[src/rtl/net_result_collector.sv]
// Captures net outputs on each rising done, classifies lanes vs THRESH,
// queues {y, class} for a valid/ready consumer. Stats: NET_COLLECT_STATS_EN.
module net_result_collector #(
  parameter int          O      = 1,
  parameter int          DEPTH  = 4,
  parameter logic [31:0] THRESH = 32'h3F000000
) (
  input  logic                         clk,
  input  logic                         rst_n,
  input  logic                         done,
  input  logic [32*O-1:0]              y,
  output logic                         out_valid,
  input  logic                         out_ready,
  output logic [32*O-1:0]              out_y,
  output logic [O-1:0]                 out_class,
  output logic [$clog2(DEPTH+1)-1:0]   count,
  output logic                         overflow
`ifdef NET_COLLECT_STATS_EN
  ,
  output logic [15:0]                  total_cnt,
  output logic [15:0]                  pos_cnt
`endif
);

  localparam int PW = $clog2(DEPTH);
  localparam int CW = $clog2(DEPTH+1);
  localparam logic [CW-1:0] FULL_CNT = CW'(DEPTH);

  // strict IEEE greater-than against THRESH; NaN never exceeds
  function automatic logic gt_thresh(input logic [31:0] a);
    logic [31:0] t;
    logic a_nan, t_nan, a_zero, t_zero, r;
    t      = THRESH;
    a_nan  = (a[30:23] == 8'hFF) && (a[22:0] != 23'd0);
    t_nan  = (t[30:23] == 8'hFF) && (t[22:0] != 23'd0);
    a_zero = (a[30:0] == 31'd0);
    t_zero = (t[30:0] == 31'd0);
    r      = 1'b0;
    priority case (1'b1)
      a_nan | t_nan:       r = 1'b0;
      a_zero & t_zero:     r = 1'b0;
      ~a[31] & ~t[31]:     r = a[30:0] > t[30:0];
      a[31] & ~t[31]:      r = 1'b0;
      ~a[31] & t[31]:      r = 1'b1;
      default:             r = a[30:0] < t[30:0];
    endcase
    return r;
  endfunction

  logic [32*O-1:0] mem_y [DEPTH];
  logic [O-1:0]    mem_c [DEPTH];
  logic [PW-1:0]   wr_ptr;
  logic [PW-1:0]   rd_ptr;
  logic            done_q;
  logic            push;
  logic            pop;
  logic            full;
  logic            accept;
  logic [O-1:0]    cls;

  always_comb begin
    cls = '0;
    for (int i = 0; i < O; i++) begin
      cls[i] = gt_thresh(y[32*i +: 32]);
    end
  end

  assign push      = done & ~done_q;
  assign out_valid = (count != '0);
  assign full      = (count == FULL_CNT);
  assign pop       = out_valid & out_ready;
  // a pop in the same cycle frees the slot the push needs
  assign accept    = push & (~full | pop);
  assign out_y     = out_valid ? mem_y[rd_ptr] : '0;
  assign out_class = out_valid ? mem_c[rd_ptr] : '0;

  always_ff @(posedge clk or negedge rst_n) begin
    if (!rst_n) begin
      done_q   <= 1'b1;
      wr_ptr   <= '0;
      rd_ptr   <= '0;
      count    <= '0;
      overflow <= 1'b0;
      for (int i = 0; i < DEPTH; i++) begin
        mem_y[i] <= '0;
        mem_c[i] <= '0;
      end
    end else begin
      done_q <= done;
      if (accept) begin
        mem_y[wr_ptr] <= y;
        mem_c[wr_ptr] <= cls;
        wr_ptr        <= wr_ptr + 1'b1;
      end
      if (pop) begin
        rd_ptr <= rd_ptr + 1'b1;
      end
      if (push && !accept) begin
        overflow <= 1'b1;
      end
      unique case ({accept, pop})
        2'b10:   count <= count + 1'b1;
        2'b01:   count <= count - 1'b1;
        default: count <= count;
      endcase
    end
  end

`ifdef NET_COLLECT_STATS_EN
  always_ff @(posedge clk or negedge rst_n) begin
    if (!rst_n) begin
      total_cnt <= '0;
      pos_cnt   <= '0;
    end else if (accept) begin
      if (total_cnt != 16'hFFFF) begin
        total_cnt <= total_cnt + 1'b1;
      end
      if (cls[0] && pos_cnt != 16'hFFFF) begin
        pos_cnt <= pos_cnt + 1'b1;
      end
    end
  end
`endif

endmodule

[config.mk]
export PLATFORM = sky130hd
export DESIGN_NAME = net_result_collector
export DESIGN_NICKNAME = d
export VERILOG_FILES = /design/src/rtl/net_result_collector.sv
export SDC_FILE = /design/constraint.sdc
export NUM_CORES = 1
export LEC_CHECK = 0
export BUFFER_PORTS_ARGS = -buffer_cell sky130_fd_sc_hd__buf_2
export CORE_ASPECT_RATIO = 1.25
export CORE_MARGIN = 3
export CORE_UTILIZATION = 50
export CTS_CLUSTER_DIAMETER = 200
export CTS_CLUSTER_SIZE = 28
export DETAILED_ROUTE_END_ITERATION = 6
export MAX_ROUTING_LAYER = met4
export PLACE_DENSITY = 0.74
export SYNTH_ARGS = -nofsm -noshare
export SYNTH_HDL_FRONTEND = slang
export SYNTH_SLANG_ARGS = --single-unit
[constraint.sdc]
create_clock -name clk -period 2.83 [get_ports clk]
set_clock_uncertainty 0.1 [all_clocks]
set_input_delay 0.566 -clock clk [delete_from_list [all_inputs] [get_ports clk]]
set_output_delay 0.566 -clock clk [all_outputs]
set_load 0.05 [all_outputs]
==> reports/qor.csv <==
metric;value;unit
RSZ-0062 raised after global routing;false;
Cell Rows;48;
CTS tree;done;
Vias/cell;5.65;
post-route ant nets;0;
most area-consuming cells after synthesis;dfrtp_1, mux2_4, mux4_2, buf_12, and2_1;
initial antenna violation count;0;
Final GP Congestion;0.794;
Final Hold Fails;1;
Core Region;13900;sq um
I/O Buffers;73;
Root Driver;clkbuf_16;
outcome;complete, but fails checks;
Worst Setup Path Type;reg -> out;
Post-CTS Repair Setup Buffers;0;
crit path DAT;1970;ps
share of the synthesized area in the top cell type;48.8;%
Critical Path Source Type;flop;
gr usage total;21.1;%
Initial Utilization;51.6;%
Post-synth top flop;dfrtp_1;
post-DP HPWL;9820;um
crit share post-route;93.2;%
CP required;2160;ps
drt total wl;15100;um
clk_lat worst skew;420;ps
setup TNS;0;ps
Clock transition at path regs;60;ps
Max Freq;379;MHz
fillcell total;1046;
Yosys reg bits;141;
vias in the first global route;4574;
DR WL/cell;21.5;um
HP Class;in -> async;
total iterations of the first detailed-routing run;4;
drt initial violations;205;
post-synth net total;476;
layout cells sized above 1;54.9;%
via count;3966;
CP Max Fanout;18;
# nets final;554;
Die Height;140;um
Ports;74;
Synthesis Warnings;0;
failing checks;negative hold slack;
first-pass GRT wire length;25000;um
max-slew violation count;0;
ys async rst share;100;%
Setup crit end kind;primary output;
max cap viols;0;
Hold Worst Slack;-2.68;ps
post-synthesis cell type count;39;
CTS max path bufs;2;
Die W;113;um
total CTS buffers;17;
synthesis-to-layout area growth;14.8;%
CTS Hold Bufs;0;
final setup fails;0;
worst relative slew slack;64.3;%
die area;15900;sq um
fin crit period;2640;ps
H-Tree Depth;4;
Netlist Area Pre-Place;7190;sq um
EDFF count, synth;0;
# DRC;0;
largest net degree at the start of global routing;58;
Resized cells post-CTS;0;
clk sinks;141;
post-synthesis sequential area ratio;49.1;%
Avg Synthesized Cell Area;16.5;sq um
Post-Syn Instances;435;
worst-margin pin slew;530;ps
grt ovf;0;
Yosys top cell by area;dfrtp_1;
[worst paths after layout]
check                      startpoint          to  slack, ps  cells past startpoint
min reg2reg                  overflow    overflow        350                      1
min in group clk                 done      done_q        160                      1
max in group asynchronous       rst_n   mem_y[54]       1740                      2
max reg2reg                  count[1]    count[1]        520                      7
max                         rd_ptr[0]   out_y[22]        190                      4
min                             rst_n  mem_y[102]         -3                      1
[per-layer routing]
metal	track usage, %	vias up	routed length [um]
met4	6.96	0	240
met2	34.4	89	7850
met1	26.1	2113	6440
met5	-	-	0
li1	-	1746	-
met3	4.97	18	596
[final cells by class]
cell class | count | area, sq um | area share (%)
Antenna cell | 1 | 2.50 | 0.0303
Sequential cell | 141 | 3530 | 42.8
Clock buffer | 19 | 453 | 5.49
Multi-Input combinational cell | 259 | 3290 | 39.9
Timing Repair Buffer | 89 | 592 | 7.18
Tap cell | 175 | 219 | 2.65
Inverter | 5 | 18.8 | 0.228
Clock inverter | 13 | 140 | 1.70
[cell families after synthesis]
logic type	count (synthesis)	synth area share, %
buf+inv	35	5.14
compound gates	15	1.60
flops	141	49.1
simple gates	72	5.97
fa+ha+maj	5	0.975
xor+xnor	6	0.731
mux	161	36.5
[registers in the layout (all words and copies together), names as in the netlist]
register,cells
overflow,1
mem_c,4
rd_ptr,2
count,3
wr_ptr,2
mem_y,128
done_q,1
[placed cells by master, fill, tap and decap left out, types with 4 or more instances in the layout]
cell type,synthesis,layout
buf_2,4,72
xnor2_1,5,5
nand2b_1,5,5
o41ai_1,4,4
nor4_1,6,6
clkinvlp_4,0,4
and3_2,0,4
ha_1,4,4
dfrtp_1,140,139
clkbuf_16,0,17
mux2_2,12,12
inv_1,5,5
nand2_1,10,10
mux2_4,116,116
mux4_2,33,33
buf_4,0,8
buf_12,12,8
nand3_1,4,4
and2_1,33,33
[critical path: stages, from the launching register on]
cell,delay (ps)
dfrtp_2,410
buf_12,210
mux4_2,510
and2_1,200
buf_2,220
[cell usage after synthesis, types with 2 or more instances]
cell type and n:
o41ai_1 4, o21ai_0 2, and3_1 4, buf_6 5, buf_2 4, mux2_4 116, clkbuf_1 8, a21oi_1 2
nand2_1 10, mux4_2 33, nand3_1 4, and2_1 33, nand2b_1 5, inv_1 5, dfrtp_1 140, xnor2_1 5
nand4_1 2, nor4_1 6, buf_12 12, nor2_1 2, mux2_2 12, ha_1 4
[per-stage QoR]
stage	setup slack [ps]	hold WS, ps	cell area [sq um]	utilization, %	instances
after floorplan	117	170	7190	-	435
after global placement	426	345	7650	54.9	669
after detailed placement	338	347	7650	54.9	669
after CTS	168	18.6	8250	59.2	701
after global routing	127	35.1	8250	59.2	701
final	193	-2.68	8250	59.2	702
Power is not shown: default switching activity piles up to over one toggle a cycle in this logic, so the estimate is an artifact.
